### config.mk
export PLATFORM = sky130hd
export DESIGN_NAME = mem_stage
export DESIGN_NICKNAME = d
export VERILOG_FILES = /design/src/rtl/cpu_types_pkg.sv /design/src/rtl/data_path_muxs_pkg.sv /design/src/rtl/mem_stage_pkg.sv /design/src/rtl/mem_wb_reg.sv /design/src/rtl/mem_stage.sv
export SDC_FILE = /design/constraint.sdc
export NUM_CORES = 1
export LEC_CHECK = 0
export BUFFER_PORTS_ARGS = -buffer_cell sky130_fd_sc_hd__buf_2
export CORE_ASPECT_RATIO = 1.2
export CORE_MARGIN = 2
export CORE_UTILIZATION = 42
export CTS_CLUSTER_DIAMETER = 200
export DETAILED_ROUTE_END_ITERATION = 10
export HOLD_SLACK_MARGIN = 0.08
export PLACE_DENSITY_LB_ADDON = 0.3
export SYNTH_ARGS = -nofsm -noshare
export SYNTH_HDL_FRONTEND = slang
export SYNTH_HIERARCHICAL = 1
export SYNTH_SLANG_ARGS = --single-unit
### constraint.sdc
create_clock -name CLK -period 2.4 [get_ports CLK]
set_input_delay 0.72 -clock CLK [delete_from_list [all_inputs] [get_ports CLK]]
set_output_delay 0.72 -clock CLK [all_outputs]
set_load 0.05 [all_outputs]
### src/rtl/cpu_types_pkg.sv
// Basic datapath types shared by every pipeline stage.
package cpu_types_pkg;
  typedef logic [31:0] word_t;
  typedef logic [4:0]  regbits_t;
endpackage

### src/rtl/data_path_muxs_pkg.sv
// Select encodings for the datapath muxes driven by the decoder.
package data_path_muxs_pkg;
  typedef enum logic [1:0] {
    REG_DEST_RT  = 2'd0,
    REG_DEST_RD  = 2'd1,
    REG_DEST_R31 = 2'd2
  } reg_dest_mux_selection;

  typedef enum logic [1:0] {
    MEM_TO_REG_ALU = 2'd0,
    MEM_TO_REG_MEM = 2'd1,
    MEM_TO_REG_NPC = 2'd2
  } mem_to_reg_mux_selection;
endpackage

### src/rtl/mem_stage_pkg.sv
// Memory-stage local types: access FSM states and the MEM/WB payload.
package mem_stage_pkg;
  import cpu_types_pkg::*;

  typedef enum logic [1:0] {
    MEM_IDLE   = 2'd0,
    MEM_ACCESS = 2'd1,
    MEM_DONE   = 2'd2
  } mem_state_t;

  localparam regbits_t R31 = 5'd31;

  typedef struct packed {
    logic     wen;
    regbits_t wsel;
    word_t    wdat;
    logic     halt;
  } mem_wb_t;
endpackage

### src/rtl/mem_wb_reg.sv
// MEM/WB pipeline register; freezes permanently once a halt has been latched.
module mem_wb_reg
  import mem_stage_pkg::*;
(
  input  logic    CLK,
  input  logic    RST,
  input  logic    enable,
  input  logic    flush,
  input  mem_wb_t wb_in,
  output mem_wb_t wb_out
);

  mem_wb_t wb_q, wb_d;

  always_comb begin
    wb_d = wb_q;
    if (enable && !wb_q.halt)
      wb_d = flush ? '0 : wb_in;
  end

  always_ff @(posedge CLK or posedge RST) begin
    if (RST) wb_q <= '0;
    else     wb_q <= wb_d;
  end

  assign wb_out = wb_q;

endmodule

### src/rtl/mem_stage.sv
// Memory stage: holds the D-cache request until dhit, buffers load data across
// pipeline freezes so an access is never repeated, and selects write-back.
module mem_stage
  import cpu_types_pkg::*;
  import data_path_muxs_pkg::*;
  import mem_stage_pkg::*;
#(
  parameter int CNT_W = 32
) (
  input  logic                    CLK,
  input  logic                    RST,
  input  logic                    WEN_EX_MEM,
  input  logic                    dREN_EX_MEM,
  input  logic                    dWEN_EX_MEM,
  input  logic                    halt_EX_MEM,
  input  reg_dest_mux_selection   reg_dest_EX_MEM,
  input  mem_to_reg_mux_selection mem_to_reg_EX_MEM,
  input  regbits_t                Rt_EX_MEM,
  input  regbits_t                Rd_EX_MEM,
  input  word_t                   result_EX_MEM,
  input  word_t                   dmemaddr_EX_MEM,
  input  word_t                   dmemstore_EX_MEM,
  input  word_t                   next_imemaddr_EX_MEM,
  input  logic                    dhit,
  input  word_t                   dmemload,
  input  logic                    enable_MEM_WB,
  input  logic                    flush_MEM_WB,
  output logic                    dmemREN,
  output logic                    dmemWEN,
  output word_t                   dmemaddr,
  output word_t                   dmemstore,
  output logic                    stall_MEM,
  output logic                    WEN_MEM_WB,
  output regbits_t                wsel_MEM_WB,
  output word_t                   wdat_MEM_WB,
  output logic                    halt_MEM_WB,
  output logic [CNT_W-1:0]        mem_stall_cnt
);

  mem_state_t       state_q, state_d;
  word_t            load_buf_q, load_buf_d;
  logic [CNT_W-1:0] cnt_q, cnt_d;
  logic             mem_op, request, advance;
  word_t            load_val;
  mem_wb_t          wb_in, wb_out;

  // Request is gated by RST so it drops asynchronously even while EX/MEM
  // still presents a memory op.
  always_comb begin
    mem_op  = (dREN_EX_MEM | dWEN_EX_MEM) & ~halt_MEM_WB;
    request = (((state_q == MEM_IDLE) & mem_op) | (state_q == MEM_ACCESS))
              & ~halt_MEM_WB & ~RST;
  end

  assign dmemREN   = request & dREN_EX_MEM;
  assign dmemWEN   = request & dWEN_EX_MEM & ~dREN_EX_MEM;
  assign dmemaddr  = dmemaddr_EX_MEM;
  assign dmemstore = dmemstore_EX_MEM;
  assign stall_MEM = request & ~dhit;
  assign advance   = enable_MEM_WB & ~stall_MEM;

  always_comb begin
    state_d = state_q;
    unique case (state_q)
      MEM_IDLE: begin
        if (request)
          state_d = !dhit ? MEM_ACCESS : (advance ? MEM_IDLE : MEM_DONE);
      end
      MEM_ACCESS: begin
        if (!request)  state_d = MEM_IDLE;
        else if (dhit) state_d = advance ? MEM_IDLE : MEM_DONE;
      end
      MEM_DONE: begin
        if (enable_MEM_WB) state_d = MEM_IDLE;
      end
      default: state_d = MEM_IDLE;
    endcase
  end

  always_comb begin
    load_buf_d = load_buf_q;
    if (request && dhit && !advance) load_buf_d = dmemload;
    load_val = (state_q == MEM_DONE) ? load_buf_q : dmemload;
  end

  always_comb begin
    cnt_d = cnt_q;
    if (stall_MEM && !(&cnt_q)) cnt_d = cnt_q + {{(CNT_W-1){1'b0}}, 1'b1};
  end

  always_comb begin
    wb_in      = '0;
    wb_in.wen  = WEN_EX_MEM;
    wb_in.halt = halt_EX_MEM;
    unique case (reg_dest_EX_MEM)
      REG_DEST_RT:  wb_in.wsel = Rt_EX_MEM;
      REG_DEST_RD:  wb_in.wsel = Rd_EX_MEM;
      REG_DEST_R31: wb_in.wsel = R31;
      default:      wb_in.wsel = Rt_EX_MEM;
    endcase
    unique case (mem_to_reg_EX_MEM)
      MEM_TO_REG_ALU: wb_in.wdat = result_EX_MEM;
      MEM_TO_REG_MEM: wb_in.wdat = load_val;
      MEM_TO_REG_NPC: wb_in.wdat = next_imemaddr_EX_MEM;
      default:        wb_in.wdat = result_EX_MEM;
    endcase
  end

  always_ff @(posedge CLK or posedge RST) begin
    if (RST) begin
      state_q    <= MEM_IDLE;
      load_buf_q <= '0;
      cnt_q      <= '0;
    end else begin
      state_q    <= state_d;
      load_buf_q <= load_buf_d;
      cnt_q      <= cnt_d;
    end
  end

  mem_wb_reg u_mem_wb (
    .CLK    (CLK),
    .RST    (RST),
    .enable (advance),
    .flush  (flush_MEM_WB),
    .wb_in  (wb_in),
    .wb_out (wb_out)
  );

  assign WEN_MEM_WB    = wb_out.wen;
  assign wsel_MEM_WB   = wb_out.wsel;
  assign wdat_MEM_WB   = wb_out.wdat;
  assign halt_MEM_WB   = wb_out.halt;
  assign mem_stall_cnt = cnt_q;

endmodule

* Word-level counts from Yosys, hierarchy flattened *
Index checks and enable logic that the tools add are counted.
W data, S select, Z words.

word-level totals
  output and inout port bits = 138
  input bits = 183
  word-level logic and storage cells = 54
  register bits after elaboration = 105

cells by class
  equal/unequal tests = 9
  muxes and demuxes = 11
  bitwise gates (word level) = 16
  add/sub/neg operators = 1
  reduce and logical (&&, ||, !) cells = 10

operator list
  kind                     number
  $pmux W32 S2             1
  $mux W39                 1
  $add A32 B1 Y32 const B  1
  $mux W32                 1
  $reduce_and A32 Y1       1
  $mux W2                  6
  $pmux W5 S2              1
  $and A1 B1 Y1            9
  $eq A2 B1 Y1 const B     3
  $eq A2 B2 Y1 const B     3
  $pmux W2 S3              1
  $not A1 Y1               5
  $logic_and A1 B1 Y1      4
  $ne A2 B2 Y1 const B     2
  $logic_not A1 Y1         3
  $ne A3 B3 Y1 const B     1
  $reduce_and A3 Y1        1
  $logic_not A2 Y1         1
  $or A1 B1 Y1             2

* Depth between registers and ports, before layout *
  depth after elaboration = 13
  depth in mapped cells = 8
  gate-level depth less buffers = 6

* Cells and area by module *
Netlist, hierarchy kept.

by module, submodules not included
  module      area an instance (sq um)  cells each  instances  sequential area each (sq um)
  mem_stage   4,496.8                   457         1          1,651.6
  mem_wb_reg  1,824.2                   127         1          975.9

* Worst setup path after synthesis *
Ideal clock, no wire load.

  kind = input port to output port
  start point = input port RST
  end point = output port dmemWEN
  arrival time = 2.221 ns
  stages on the path = 2
  path slack = -0.541 ns
  buffers on the path = 0
  path through = or3_4 > nor3b_1

between the ends
  cells in the longest elaborated chain, start to end = 4

ends and longest elaborated chain
  element                     RTL line         RTL
  from (decl)                 mem_stage.sv:11  input logic RST,
  $not A1 Y1                  mem_stage.sv:52  & ~halt_MEM_WB & ~RST;
  $and A1 B1 Y1               mem_stage.sv:52
  $and A1 B1 Y1 (2 in a row)  mem_stage.sv:56  assign dmemWEN = request & dWEN_EX_MEM & ~dREN_EX_MEM;
  to (decl)                   mem_stage.sv:29  output logic dmemWEN,

Every way passes these cells.

* Worst setup path after layout *
  start point = input port RST
  end point = output port stall_MEM

between the ends
  cells in the longest elaborated chain, start to end = 3

ends and longest elaborated chain
  element        RTL line         RTL
  $not A1 Y1     mem_stage.sv:52
  $and A1 B1 Y1  mem_stage.sv:52
  $and A1 B1 Y1  mem_stage.sv:59  assign stall_MEM = request & ~dhit;
  to (decl)      mem_stage.sv:32  output logic stall_MEM,

Every way passes these cells.

==> report_table.html <==
<table>
<tr><th>Metric</th><th>Value</th></tr>
<tr><th colspan="2">Outcome</th></tr>
<tr><td>Outcome</td><td>complete, but fails checks</td></tr>
<tr><td>Failing checks</td><td>setup timing</td></tr>
<tr><th colspan="2">Synthesis</th></tr>
<tr><td>Post-synthesis async set-or-reset flop share</td><td>1.00</td></tr>
<tr><td>Average cell area after synthesis</td><td>10.8 um2</td></tr>
<tr><td>Synthesized netlist cell count</td><td>584</td></tr>
<tr><td>Top cell type by total area after synthesis</td><td>sky130_fd_sc_hd__dfrtp_1</td></tr>
<tr><td>Post-synthesis instance area</td><td>6320 um2</td></tr>
<tr><td>Share of the synthesized area in the top cell type</td><td>0.416</td></tr>
<tr><td>Net count after synthesis</td><td>772</td></tr>
<tr><td>Leading cell types by total area after synthesis</td><td>sky130_fd_sc_hd__dfrtp_1 42%, sky130_fd_sc_hd__mux2_2 15%, sky130_fd_sc_hd__buf_4 7.8%, sky130_fd_sc_hd__mux2_4 4.8%, sky130_fd_sc_hd__a221oi_1 4.4%</td></tr>
<tr><td>Post-synth EDFFs</td><td>0</td></tr>
<tr><td>Yosys warning total</td><td>6</td></tr>
<tr><td>Flop and latch count out of synthesis</td><td>105</td></tr>
<tr><td>Sequential area share after synthesis</td><td>0.416</td></tr>
<tr><td>Post-synth cell types</td><td>38</td></tr>
<tr><td>Predominant post-synthesis flop cell</td><td>sky130_fd_sc_hd__dfrtp_1</td></tr>
<tr><th colspan="2">Critical path</th></tr>
<tr><td>Worst-path maximum fanout</td><td>2</td></tr>
<tr><td>Length in cells of the worst reg-to-reg path</td><td>8</td></tr>
<tr><td>Endpoint required time on the critical path</td><td>1680 ps</td></tr>
<tr><td>Startpoint of the worst register-to-register path</td><td>state_q[1]</td></tr>
<tr><td>Terminus of the critical flop-to-flop path</td><td>u_mem_wb/wb_out[27]</td></tr>
<tr><td>Setup crit start kind</td><td>primary input</td></tr>
<tr><td>Reg-to-reg setup timing slack</td><td>80 ps</td></tr>
<tr><td>Setup crit end kind</td><td>output pin</td></tr>
<tr><td>Worst path arrival time</td><td>1790 ps</td></tr>
<tr><td>Crit path kind</td><td>primary input to output pin</td></tr>
<tr><th colspan="2">Hold path</th></tr>
<tr><td>Worst hold start</td><td>mem_stall_cnt[27]</td></tr>
<tr><td>Class of the tightest hold or removal check</td><td>register to register</td></tr>
<tr><td>Worst hold path stage count</td><td>1</td></tr>
<tr><td>Min-Delay Endpoint</td><td>mem_stall_cnt[27]</td></tr>
<tr><th colspan="2">GRT</th></tr>
<tr><td>Antenna violations before repair</td><td>1</td></tr>
<tr><td>Met1 track demand over resource in global routing</td><td>0.247</td></tr>
<tr><td>Global-route usage over all layers</td><td>0.197</td></tr>
<tr><td>Met3 GRT Util</td><td>0.0636</td></tr>
<tr><td>Met2 layer usage reported by global route</td><td>0.312</td></tr>
<tr><td>Global-route wire length before repair</td><td>25.1 mm</td></tr>
<tr><td>Pin count of the biggest net entering global routing</td><td>42</td></tr>
<tr><td>Via count of the first global-routing pass</td><td>4,948</td></tr>
<tr><td>Total congestion overflow</td><td>0</td></tr>
<tr><td>Layer with the highest usage</td><td>met2</td></tr>
<tr><th colspan="2">Final layout</th></tr>
<tr><td>Area used by multi-input combinational logic</td><td>2880 um2</td></tr>
<tr><td>Fraction of final layout cells with drive strength greater than 1</td><td>0.497</td></tr>
<tr><td>Area occupied by registers</td><td>2630 um2</td></tr>
<tr><td>Final layout net count</td><td>908</td></tr>
<tr><td>Final standard cell count with taps included and fillers excluded</td><td>930</td></tr>
<tr><td>Area delta synth-&gt;final</td><td>19.6%</td></tr>
<tr><td>Share of the core filled with cells</td><td>0.509</td></tr>
<tr><td>Number of filler instances in the final layout</td><td>1,362</td></tr>
<tr><th colspan="2">Clocking</th></tr>
<tr><td>Hold-fix buffers at CTS</td><td>0</td></tr>
<tr><td>Clock Path Buffers</td><td>2</td></tr>
<tr><td>Clock buffer count from CTS</td><td>9</td></tr>
<tr><td>Clk Tree Root Cell</td><td>sky130_fd_sc_hd__clkbuf_16</td></tr>
<tr><td>Depth of the CTS H-tree</td><td>3</td></tr>
<tr><td>TritonCTS clock tree</td><td>yes</td></tr>
<tr><td>Clock slew at the register clock pins of the worst setup and hold paths</td><td>60 ps</td></tr>
<tr><td>CTS Sinks</td><td>105</td></tr>
<tr><td>Skew-Pair Late Insertion Delay</td><td>350 ps</td></tr>
<tr><th colspan="2">STA</th></tr>
<tr><td>Max Fclk</td><td>0.399 GHz</td></tr>
<tr><td>Post-route clock period utilization</td><td>1.04</td></tr>
<tr><td>Max Slew Vio Count</td><td>0</td></tr>
<tr><td>Final hold violation count</td><td>0</td></tr>
<tr><td>Setup violation total in the final timing report</td><td>1</td></tr>
<tr><td>Max_slew headroom</td><td>0.513</td></tr>
<tr><td>Clock Skew</td><td>9.14 ps</td></tr>
<tr><td>Tmin final</td><td>2510 ps</td></tr>
<tr><td>Hold slack</td><td>483 ps</td></tr>
<tr><td>Setup WS post-layout</td><td>-107 ps</td></tr>
<tr><td>Worst Tran Pin Value</td><td>726 ps</td></tr>
<tr><td>RSZ-0062 raised after global routing</td><td>true</td></tr>
<tr><th colspan="2">Floorplanning</th></tr>
<tr><td>Floorplan core area</td><td>14,800 um2</td></tr>
<tr><td>Count of standard-cell rows</td><td>49</td></tr>
<tr><td>Area of the die</td><td>16,100 um2</td></tr>
<tr><td>Vertical die dimension</td><td>138 um</td></tr>
<tr><td>Number of primary I/O pins</td><td>321</td></tr>
<tr><td>Starting utilization of the core area</td><td>0.426</td></tr>
<tr><td>Die Wd</td><td>116 um</td></tr>
<tr><th colspan="2">Drt</th></tr>
<tr><td>Drt first-iter violations</td><td>240</td></tr>
<tr><td>Wire length reported by the detailed router</td><td>15.6 mm</td></tr>
<tr><td>Routed wire length per instance</td><td>16.8 um</td></tr>
<tr><td>First drt pass iteration count</td><td>5</td></tr>
<tr><td>ANT nets after route</td><td>0</td></tr>
<tr><td>Number of DRC violations after detailed routing</td><td>0</td></tr>
<tr><td>Total number of vias</td><td>4,788</td></tr>
<tr><td>Detail-routed via count per cell</td><td>5.15</td></tr>
<tr><th colspan="2">Placed design</th></tr>
<tr><td>DP Wirelength</td><td>11.9 mm</td></tr>
<tr><td>Number of instances in the placed design</td><td>912</td></tr>
<tr><td>Routability congestion estimate from global placement</td><td>0.857</td></tr>
<tr><td>Number of buffers inserted by port buffering</td><td>192</td></tr>
<tr><th colspan="2">Power and ir drop</th></tr>
<tr><td>Total power</td><td>0.00590 W</td></tr>
<tr><td>Power density normalized to cell area</td><td>780 nW/um2</td></tr>
<tr><td>Maximum resistive drop on vdd</td><td>0.347 mV</td></tr>
<tr><td>Leak Pwr</td><td>3.83 nW</td></tr>
<tr><th colspan="2">Run</th></tr>
<tr><td>Max-cap violations</td><td>0</td></tr>
</table>
per-stage QoR:
step                worst slack (ps)  setup TNS, ps  area, um2
finish                          -107           -107       7560
floorplan                      -95.4          -2040       6330
global placement                -256         -10230       7220
CTS                             -108           -108       7550
detailed placement              -242         -10260       7220
global route                    -136           -151       7560
cells in the mapped netlist (2+ instances only):
master and n:
sky130_fd_sc_hd__a21oi_1 38, sky130_fd_sc_hd__a221oi_1 32, sky130_fd_sc_hd__and3_1 7, sky130_fd_sc_hd__and4_1 4
sky130_fd_sc_hd__buf_12 2, sky130_fd_sc_hd__buf_2 5, sky130_fd_sc_hd__buf_4 66, sky130_fd_sc_hd__buf_6 2
sky130_fd_sc_hd__clkbuf_1 22, sky130_fd_sc_hd__dfrtp_1 105, sky130_fd_sc_hd__ha_1 5, sky130_fd_sc_hd__inv_1 44
sky130_fd_sc_hd__mux2_2 82, sky130_fd_sc_hd__mux2_4 20, sky130_fd_sc_hd__nand2_1 22, sky130_fd_sc_hd__nand3_1 15
sky130_fd_sc_hd__nand4_1 6, sky130_fd_sc_hd__nor2_1 6, sky130_fd_sc_hd__nor2b_1 38, sky130_fd_sc_hd__nor3_1 4
sky130_fd_sc_hd__nor3_2 5, sky130_fd_sc_hd__nor4_1 3, sky130_fd_sc_hd__nor4_2 2, sky130_fd_sc_hd__o21ai_0 5
sky130_fd_sc_hd__or3_4 2, sky130_fd_sc_hd__xnor2_1 19, sky130_fd_sc_hd__xor2_1 12
layout by cell type, fill, tap and decap left out, types with 2 or more instances in the layout:
master / count
sky130_fd_sc_hd__xor2_1: 12
sky130_fd_sc_hd__mux2_2: 82
sky130_fd_sc_hd__nor3_2: 5
sky130_fd_sc_hd__nor4_2: 2
sky130_fd_sc_hd__mux2_4: 20
sky130_fd_sc_hd__dfrtp_1: 105
sky130_fd_sc_hd__clkbuf_16: 9
sky130_fd_sc_hd__o21ai_0: 5
sky130_fd_sc_hd__buf_2: 189
sky130_fd_sc_hd__buf_6: 3
sky130_fd_sc_hd__nand4_1: 6
sky130_fd_sc_hd__clkbuf_8: 3
sky130_fd_sc_hd__buf_4: 20
sky130_fd_sc_hd__and4_1: 4
sky130_fd_sc_hd__and3_1: 7
sky130_fd_sc_hd__nand2_1: 22
sky130_fd_sc_hd__inv_1: 41
sky130_fd_sc_hd__nor3_1: 4
sky130_fd_sc_hd__a221oi_1: 32
sky130_fd_sc_hd__ha_1: 4
sky130_fd_sc_hd__or3_4: 2
sky130_fd_sc_hd__nand3_1: 15
sky130_fd_sc_hd__buf_12: 9
sky130_fd_sc_hd__a21oi_1: 38
sky130_fd_sc_hd__xnor2_1: 19
sky130_fd_sc_hd__clkinv_4: 2
sky130_fd_sc_hd__nor2_1: 5
sky130_fd_sc_hd__nor2b_1: 38
sky130_fd_sc_hd__nor4_1: 3
area by class of cell:
cell class	count	area share
flip-flops and latches	105	0.348
clock inverters	3	0.00298
repair buffers	222	0.175
multi-input cells	337	0.381
clock buffers	13	0.0358
well taps	204	0.0338
diodes	1	0.000331
inverters	45	0.0235
state kept, by name, indices dropped and copies added (netlist names):
| signal | cells |
|---|---|
| u_mem_wb/wb_out | 39 |
| mem_stall_cnt | 32 |
| state_q | 2 |
| load_buf_q | 32 |
power by group:
| group | total (W) | internal, W | switching [W] |
|---|---|---|---|
| sequential | 0.00237 | 0.00215 | 0.000222 |
| clock | 0.00144 | 0.000793 | 0.000642 |
| combinational | 0.00209 | 0.000735 | 0.00135 |
| total | 0.00590 | 0.00368 | 0.00222 |
repair_timing:
action                     4_1_cts  5_1_grt
gates cloned                     0        0
buffers inserted                 1        0
resized for setup                7        1
setup endpoints to repair        2        2
pin swaps                        2        1
kinds of logic (layout without fill, tap and decap cells):
| family | count (synthesis) | count (layout) | share of synthesized area |
|---|---|---|---|
| compound gates | 79 | 79 | 0.0875 |
| xor+xnor | 31 | 31 | 0.0430 |
| fa+ha+maj | 5 | 5 | 0.00990 |
| buf+inv | 142 | 283 | 0.133 |
| flops | 105 | 105 | 0.416 |
| mux | 102 | 102 | 0.194 |
| other cells | 0 | 1 | 0 |
| simple gates | 120 | 120 | 0.118 |
critical path: stages:
cell and delay [ps]:
sky130_fd_sc_hd__buf_6 100, sky130_fd_sc_hd__or3_4 330, sky130_fd_sc_hd__or3_4 410, sky130_fd_sc_hd__clkinvlp_4 90
sky130_fd_sc_hd__buf_8 140
per-layer routing:
metal / part of all wire / vias to the layer above / wire length (um)
met4: 0.030 / 0 / 470
met1: 0.42 / 2321 / 6580
met5: 0 / - / 0
met3: 0.082 / 38 / 1280
li1: - / 2226 / -
met2: 0.47 / 203 / 7280
worst max-delay path by stage:
stage,startpoint,end,slack [ps],cells after the start
3_3_place_gp,RST,stall_MEM,-260,5
6_report,RST,stall_MEM,-110,5
3_5_place_dp,RST,stall_MEM,-240,5
5_1_grt,state_q[1],stall_MEM,-140,4
2_1_floorplan,RST,u_mem_wb/wb_out[10],-100,7
4_1_cts,RST,stall_MEM,-110,5
Power figures use the tool's default switching activity.
